## src/rtl/mc6809_bus_responder.sv

```systemverilog
// MC6809 bus-cycle responder: RAM, scratch register, I/O stretch region,
// vector fetch and unmapped fill, sequenced from the CPU's E/Q phase clocks.
module mc6809_bus_responder #(
    parameter logic [7:0]  FILL_BYTE    = 8'h12,
    parameter logic [15:0] RESET_VECTOR = 16'h0000,
    parameter int unsigned WAIT_STATES  = 2
) (
    input  logic        clk,
    input  logic        reset,
    input  logic [15:0] ADDR,
    input  logic [7:0]  DOut,
    input  logic        RnW,
    input  logic        E,
    input  logic        Q,
    input  logic        BS,
    input  logic        BA,
    output logic [7:0]  D,
    output logic        MRDY,
    output logic [31:0] cycle_count,
    output logic        vector_fetch
);

    localparam int unsigned WAIT_W    = 4;
    localparam bit          STRETCH_EN = (WAIT_STATES != 0);
    // Counter counts down to zero, so a stretch of N clks loads N-1.
    localparam logic [WAIT_W-1:0] WAIT_LOAD =
        STRETCH_EN ? WAIT_W'(WAIT_STATES - 1) : '0;

    typedef enum logic [1:0] {
        S_IDLE,
        S_DECODE,
        S_STRETCH,
        S_DATA
    } state_t;

    state_t              r_state;
    logic                r_q_d;
    logic                r_e_d;
    logic [15:0]         r_addr;
    logic                r_rnw;
    logic                r_bs;
    logic [7:0]          r_d;
    logic                r_mrdy;
    logic                r_vf;
    logic [31:0]         r_count;
    logic [WAIT_W-1:0]   r_wait;
    logic [7:0]          r_scratch;
    logic [7:0]          r_ram [256];

    state_t              w_state_nxt;
    logic [7:0]          w_d_nxt;
    logic                w_mrdy_nxt;
    logic                w_vf_nxt;
    logic [31:0]         w_count_nxt;
    logic [WAIT_W-1:0]   w_wait_nxt;
    logic [7:0]          w_scratch_nxt;
    logic                w_ram_we;

    logic                w_q_rise;
    logic                w_e_fall;
    logic [15:0]         w_addr;
    logic                w_rnw;
    logic                w_bs;
    logic                w_is_ram;
    logic                w_is_scr;
    logic                w_is_io;
    logic                w_is_vec;
    logic [7:0]          w_rd_data;

    assign w_q_rise = Q & ~r_q_d;
    assign w_e_fall = ~E & r_e_d;

    // In DECODE the live bus is what gets latched; afterwards only latched values count.
    assign w_addr = (r_state == S_DECODE) ? ADDR : r_addr;
    assign w_rnw  = (r_state == S_DECODE) ? RnW  : r_rnw;
    assign w_bs   = (r_state == S_DECODE) ? BS   : r_bs;

    assign w_is_ram = (w_addr[15:8] == 8'h00);
    assign w_is_scr = (w_addr == 16'hE000);
    assign w_is_io  = (w_addr[15:8] == 8'hE0);
    assign w_is_vec = (w_addr[15:4] == 12'hFFF) && w_bs;

    // Read-data mux over the decoded regions.
    always_comb begin
        w_rd_data = FILL_BYTE;
        if (w_is_ram) begin
            w_rd_data = r_ram[w_addr[7:0]];
        end else if (w_is_scr) begin
            w_rd_data = r_scratch;
        end else if (w_is_io) begin
            w_rd_data = 8'h00;
        end else if (w_is_vec) begin
            if (w_addr == 16'hFFFE)      w_rd_data = RESET_VECTOR[15:8];
            else if (w_addr == 16'hFFFF) w_rd_data = RESET_VECTOR[7:0];
            else                         w_rd_data = 8'h00;
        end
    end

    // Next-state and next-output logic for the bus-cycle sequencer.
    always_comb begin
        w_state_nxt   = r_state;
        w_d_nxt       = r_d;
        w_mrdy_nxt    = r_mrdy;
        w_vf_nxt      = 1'b0;
        w_count_nxt   = r_count;
        w_wait_nxt    = r_wait;
        w_scratch_nxt = r_scratch;
        w_ram_we      = 1'b0;

        case (r_state)
            S_IDLE: begin
                w_mrdy_nxt = 1'b1;
                if (w_q_rise && !BA) w_state_nxt = S_DECODE;
            end
            S_DECODE: begin
                if (w_is_io && STRETCH_EN) begin
                    w_state_nxt = S_STRETCH;
                    w_mrdy_nxt  = 1'b0;
                    w_wait_nxt  = WAIT_LOAD;
                end else begin
                    w_state_nxt = S_DATA;
                    w_mrdy_nxt  = 1'b1;
                    if (w_rnw) w_d_nxt = w_rd_data;
                    w_vf_nxt    = w_rnw && w_is_vec;
                end
            end
            S_STRETCH: begin
                if (r_wait == '0) begin
                    w_state_nxt = S_DATA;
                    w_mrdy_nxt  = 1'b1;
                    if (w_rnw) w_d_nxt = w_rd_data;
                    w_vf_nxt    = w_rnw && w_is_vec;
                end else begin
                    w_wait_nxt  = r_wait - WAIT_W'(1);
                end
            end
            S_DATA: begin
                if (w_e_fall) begin
                    w_state_nxt = S_IDLE;
                    w_count_nxt = r_count + 32'd1;
                    if (!w_rnw) begin
                        if (w_is_ram)      w_ram_we      = 1'b1;
                        else if (w_is_scr) w_scratch_nxt = DOut;
                    end
                end
            end
            default: w_state_nxt = S_IDLE;
        endcase
    end

    // State and output registers; reset aborts any cycle in flight.
    always_ff @(posedge clk) begin
        if (reset) begin
            r_state   <= S_IDLE;
            r_q_d     <= 1'b0;
            r_e_d     <= 1'b0;
            r_addr    <= 16'h0000;
            r_rnw     <= 1'b1;
            r_bs      <= 1'b0;
            r_d       <= FILL_BYTE;
            r_mrdy    <= 1'b1;
            r_vf      <= 1'b0;
            r_count   <= 32'd0;
            r_wait    <= '0;
            r_scratch <= 8'h00;
        end else begin
            r_state   <= w_state_nxt;
            r_q_d     <= Q;
            r_e_d     <= E;
            r_d       <= w_d_nxt;
            r_mrdy    <= w_mrdy_nxt;
            r_vf      <= w_vf_nxt;
            r_count   <= w_count_nxt;
            r_wait    <= w_wait_nxt;
            r_scratch <= w_scratch_nxt;
            if (r_state == S_DECODE) begin
                r_addr <= ADDR;
                r_rnw  <= RnW;
                r_bs   <= BS;
            end
        end
    end

    // RAM array; contents survive reset, but a write is dropped if reset lands on it.
    always_ff @(posedge clk) begin
        if (!reset && w_ram_we) r_ram[r_addr[7:0]] <= DOut;
    end

    assign D            = r_d;
    assign MRDY         = r_mrdy;
    assign cycle_count  = r_count;
    assign vector_fetch = r_vf;

endmodule

```

## config.mk

```make
export PLATFORM = sky130hd
export DESIGN_NAME = mc6809_bus_responder
export DESIGN_NICKNAME = d
export VERILOG_FILES = /design/src/rtl/mc6809_bus_responder.sv
export SDC_FILE = /design/constraint.sdc
export NUM_CORES = 2
export LEC_CHECK = 0
export BUFFER_PORTS_ARGS = -buffer_cell sky130_fd_sc_hd__buf_2
export CAP_MARGIN = 40
export CORE_MARGIN = 10
export CORE_UTILIZATION = 53
export DETAILED_ROUTE_END_ITERATION = 12
export PLACE_DENSITY = 0.69
export SLEW_MARGIN = 25
export SYNTH_ARGS = -nofsm -noshare
export SYNTH_HDL_FRONTEND = slang
export SYNTH_SLANG_ARGS = --single-unit
```

## constraint.sdc

```tcl
create_clock -name clk -period 5.61 [get_ports clk]
set_input_delay 1.122 -clock clk [delete_from_list [all_inputs] [get_ports clk]]
set_output_delay 1.122 -clock clk [all_outputs]
set_load 0.1 [all_outputs]
```

**Word level (Yosys, flattened, before mapping)**

Memory sizes are Yosys's and may differ from the RTL's.
Index checks and enable logic that the tools add are counted.

- Div/mod/pow operators: 0
- Reduce and logical (&&, ||, !) cells: 17
- Bitwise gates (word level): 6
- Equality and inequality tests: 12
- Add/subtract/negate cells: 2
- Muxes and demuxes: 31
- $mul: 0
- Shifts and indexed selects: 0
- Order comparisons: 0

Operator list:

| cell | count |
|---|---|
| 8-bit two-way mux | 5 |
| 32-bit by 1-bit adder with 32-bit output (second input constant) | 1 |
| 16-bit == test (second input constant) | 1 |
| 16-bit two-way mux | 1 |
| 8-bit case mux with 2 select lines | 1 |
| 1-bit two-way mux | 13 |
| 12-bit == test (second input constant) | 1 |
| 2-bit != test (second input constant) | 6 |
| 5-bit two-way mux | 2 |
| 3-bit AND reduction | 3 |
| 8-bit == test (second input constant) | 1 |
| 8-bit zero test | 1 |
| 4-bit two-way mux | 2 |
| 2-bit case mux with 4 select lines | 1 |
| 4-bit case mux with 2 select lines | 1 |
| 2-bit two-way mux | 3 |
| 5-bit AND reduction | 1 |
| 2-bit == test (second input constant) | 2 |
| 1-bit logical AND | 4 |
| 4-bit zero test | 1 |
| 1-bit NOT | 4 |
| 2-bit AND reduction | 2 |
| 4-bit by 1-bit subtractor with 4-bit output (second input constant) | 1 |
| 1-bit case mux with 3 select lines | 1 |
| 7 further kinds | 9 |

- Memory bits (writable): 2048
- Word-level logic and storage cells: 81
- Bits in read-only memories: 0
- Register bits after elaboration: 76
- Memories: 1
- Output and inout bits: 42
- Bits of input ports: 31
- Latch bits: 0

Memories:

| name | words | bits a word | rd ports | clocked after Yosys merged registers in | wr ports | line | RTL |
|---|---|---|---|---|---|---|---|
| r_ram | 256 | 8 | 1 | 0 | 1 | 48 | `logic [7:0] r_ram [256];` |

**Longest topological paths before layout**

- Depth in word-level cells: 11
- Depth in mapped cells: 17

**Worst setup path before layout**

Ideal clock, no wire load.

- Path kind: input port to flip-flop
- Start: input port ADDR[10]
- End: memory r_ram[60][0], enable pin
- Setup slack: 1.859 ns
- Stages: 8
- Buffers on the path: 1
- Data arrival time: 3.381 ns
- Library setup time: 0.370 ns
- Required time: 5.240 ns
- Path through: or4b_1 -> o22ai_2 -> nand3_2 -> nor3_1 -> nor3b_2 -> nand3_1 -> buf_2 -> nor2_1

- Word-level cells in the longest chain between the ends: 9

RTL lines:

| element | line | RTL |
|---|---|---|
| start, declared | 10 | `input logic [15:0] ADDR,` |
| 16-bit two-way mux | - |  |
| 8-bit zero test | 78 | `assign w_is_ram = (w_addr[15:8] == 8'h00);` |
| 1-bit two-way mux | 142 | `if (w_is_ram) w_ram_we = 1'b1;` |
| 1-bit two-way mux | 141 | `if (!w_rnw) begin` |
| 1-bit two-way mux | 138 | `if (w_e_fall) begin` |
| 1-bit two-way mux | 110 | `case (r_state)` |
| 1-bit logical AND | 186 | `if (!reset && w_ram_we) r_ram[r_addr[7:0]] <= DOut;` |
| 1-bit two-way mux | 186 |  |
| 1-bit two-way mux (not written as such) | 186 |  |
| end, declared | 48 |  |

Every way passes these cells.

**Final worst setup path**

- Start: register r_state[1]
- End: register r_d[0], in the netlist D[0]

- Word-level cells in the longest chain between the ends: 9
- Elaborated cells on any way between the ends: 19

RTL lines:

| element | line | RTL |
|---|---|---|
| start, declared | 36 | `state_t r_state;` |
| start signal, assigned | 167 | `r_state <= w_state_nxt;` |
| branches (longest 9 deep; another with memory 256 x 8 bit) | - |  |
| end signal, assigned | 170 | `r_d <= w_d_nxt;` |
| end, declared | 42 | `logic [7:0] r_d;` |

Several ways; the timed one is not identified. The select of a mux whose other input is x is not followed.
A chain may end at the register's enable or synchronous reset.

==> flow_summary_export.csv <==
group,metric,value,unit
logic_synthesis,yosysWarnings,0,
clock_tree,clk_pin_slew,0.06,ns
timing,fin_crit,5.16,ns
final_layout,fillers,11100,
power_and_ir_drop,peakVddDrop,0.318,mV
logic_synthesis,synth_top_flop_cell,"edfxtp_1",
timing,tightest_slew,1.01,ns
route,wirelength,238,mm
timing,finalHoldViolations,0,
min_path,hold_path_class,"reg -> reg",
logic_synthesis,synth_enable_flop_cells,2048,
timing,relSlewSlack,0.325,
setup_path,path_cells,"inv_1 > ha_4 > mux2i_4 > buf_8 > buf_12 > buf_4 > mux4_2 > a2111oi_0 > nor3_1 > nor4_1 > buf_4 > nor3_1 > nor4_1 > o41ai_2",
floorplanning,initial_core_util,0.532,
floorplanning,ios,73,
placed_design,gp_congestion,0.956,
setup_path,cp-start-kind,"flip-flop",
timing,hold_ws,0.493,ns
floorplanning,die_area,175000,sq um
timing,setup_viol,0,
final_layout,syn_to_final_growth,14.8,%
clock_tree,htree_levels,4,
grt,antenna_found_initial,5,
clock_tree,cts.sinks,2124,
floorplanning,die_x,418,microns
logic_synthesis,ys_ff_latch,2124,
timing,drv_slew,0,
placed_design,dp_hpwl,147,mm
setup_path,end_kind,"flip-flop",
final_layout,final_common_cell,"edfxtp_1",
logic_synthesis,syn_nets,5033,
clock_tree,cts_setup_buffers,0,
setup_path,cpMaxStageDelayCell,"a2111oi_0",
route,dr.first_iter.drc_count,7713,
logic_synthesis,yosys.area.top_type_share,0.732,
timing,timing.final.crit_share,0.920,
logic_synthesis,synth-seq-area-share,0.750,
setup_path,slowest_delay,0.86,ns
grt,grt_pass1_vias,48700,
setup_path,cp.buffers_inverters,5,
clock_tree,cts_inserted_buffers,203,
clock_tree,cts_tree,"done",
timing,maxClockFrequency,194,MHz
clock_tree,ctsHoldBuffers,0,
route,drcViolationCount,0,
job,cap_viol_max_count,0,
logic_synthesis,ys_async_sr_fraction,0,
floorplanning,rows,146,
logic_synthesis,synth.avg_cell_area,16.8,sq um
grt,grt_max_degree,157,
grt,grt-ovfl-total,0,
clock_tree,cts_root_buffer,"clkbuf_16",
route,dr_total_vias,50000,
placed_design,io_buffers,72,
setup_path,cp.arrival,5.89,ns
setup_path,r2r_setup_slack,0.45,ns
logic_synthesis,yosys.area.top_type,"edfxtp_1",
power_and_ir_drop,p_per_area,445,nW/um^2
clock_tree,clk-insertion-delay-late,0.86,ns
grt,grtUsageTotal,0.270,
logic_synthesis,postSynthCellCount,4994,
timing,skew,0.0558,ns
final_layout,regArea,63000,sq um
timing,rsz0062_at_grt,"false",
status,status,"complete, no violations",
final_layout,layout_common_cells,"2048 x edfxtp_1, 646 x nand2_1, 434 x buf_4",
setup_path,path_max_fanout,31,
floorplanning,fp.coreArea,158000,sq um
power_and_ir_drop,p_total,0.0429,W
route,routedWlPerCell,30.9,microns
clock_tree,cts_resized,0,
setup_path,critical-path-top-delay-family,"simple AND/OR/NAND/NOR gates",
power_and_ir_drop,p_leak,31.9,nW
clock_tree,ctsLongestPathBuffers,3,
floorplanning,die_h,418,microns
logic_synthesis,yosysUniqueCellTypes,83,
logic_synthesis,synth.area.top_cells,"edfxtp_1 73%, mux4_2 8.7%, nand2_1 2.9%",
final_layout,final_layout_size_suffix_gt1_frac,0.215,
final_layout,multi_input_area,19500,sq um
setup_path,worst-setup-path-type,"reg -> reg",
grt,grt_first_pass_wirelength,344,mm
logic_synthesis,synth_area,84000,sq um
timing,tns,0,ns
route,ant_nets,0,
route,drt-pass1-iter-count,6,
setup_path,cp_data_required_time,6.34,ns
final_layout,final_nets,5485,
route,viasPerCell,6.50,
==> layout make-up <==
type | instances | area share
multi-input combinational | 2537 | 0.202
timing repair buffer | 555 | 0.0483
tap | 2072 | 0.0269
antenna | 4 | 0.000104
sequential | 2124 | 0.654
clock inverter | 128 | 0.0127
clock buffer | 252 | 0.0555
inverter | 25 | 0.000973
==> cell usage after synthesis, types with 7 or more instances <==
library cell / number
dfxtp_1: 76
buf_2: 115
mux2i_1: 136
xor2_1: 20
a221oi_1: 19
a311oi_1: 8
nor4_1: 18
inv_1: 24
buf_6: 24
o31ai_1: 14
nand2_1: 649
ha_1: 8
nand4_1: 30
o2111ai_1: 11
xnor2_1: 7
o21ai_0: 87
mux4_2: 325
a32oi_1: 24
a2111oi_0: 41
nor2_1: 393
and3_1: 18
nand3_1: 180
a22oi_1: 16
o221ai_1: 22
a31oi_1: 44
buf_1: 21
or3_1: 8
a211oi_1: 29
clkbuf_1: 115
edfxtp_1: 2048
a21oi_1: 198
nor3_1: 51
buf_4: 32
nand2b_1: 10
o211ai_1: 24
nor2b_1: 7
o22ai_1: 33
==> kinds of logic (layout without fill, tap and decap cells) <==
logic type / count (synthesis) / after routing / synth area share
DFF: 2124 / 2124 / 0.750
and+or+nand+nor: 1397 / 1397 / 0.0704
AOI/OAI and AO/OA: 638 / 638 / 0.0506
muxes: 467 / 467 / 0.104
buffers and inverters: 333 / 960 / 0.0204
xor gates and xnor gates: 27 / 27 / 0.00282
adders and majority gates: 8 / 8 / 0.00119
other: 0 / 4 / 0
==> path summary, 6_finish.rpt <==
| check | end | from | cells after the start |
|---|---|---|---|
| max | D[0] | r_state[1] | 14 |
| min reg2reg | MRDY | MRDY | 2 |
| max reg2reg | D[0] | r_state[1] | 14 |
| min | MRDY | MRDY | 2 |
==> sequential cells by signal, indices dropped and copies added (netlist names) <==
signal and flops:
r_state 2, r_q_d 1, D 8, r_e_d 1, r_bs 1, r_ram 2048, vector_fetch 1, cycle_count 32
r_addr 16, r_scratch 8, MRDY 1, r_rnw 1, r_wait 4
==> report_power, final <==
group / internal (W) / switching [W] / total (W)
sequential: 0.0174 / 0.0000995 / 0.0175
clock: 0.00769 / 0.00586 / 0.0135
combinational: 0.00409 / 0.00774 / 0.0118
==> metal layers <==
layer / track usage / wire length, microns / share of wire / up-vias
li1: - / - / - / 20600
met1: 0.367 / 88200 / 0.37 / 25300
met2: 0.411 / 108000 / 0.46 / 3411
met3: 0.0626 / 27500 / 0.12 / 653
met4: 0.134 / 13900 / 0.058 / 4
met5: 0 / 23 / 0.000097 / -
==> stage by stage <==
step	cells	cell area, sq um	worst slack [ns]	util
2_1_floorplan	4994	84000	1.86	-
3_3_place_gp	7298	89500	0.139	0.567
3_5_place_dp	7308	89700	0.427	0.568
4_1_cts	7688	96300	0.534	0.609
5_1_grt	7696	96400	0.392	0.610
6_report	7697	96400	0.451	0.610
==> tightest hold or removal path: stages (launching register included) <==
cell,delay [ns]
dfxtp_1,0.33
mux2i_1,0.07
nand2b_1,0.06
Power figures use the tool's default switching activity.
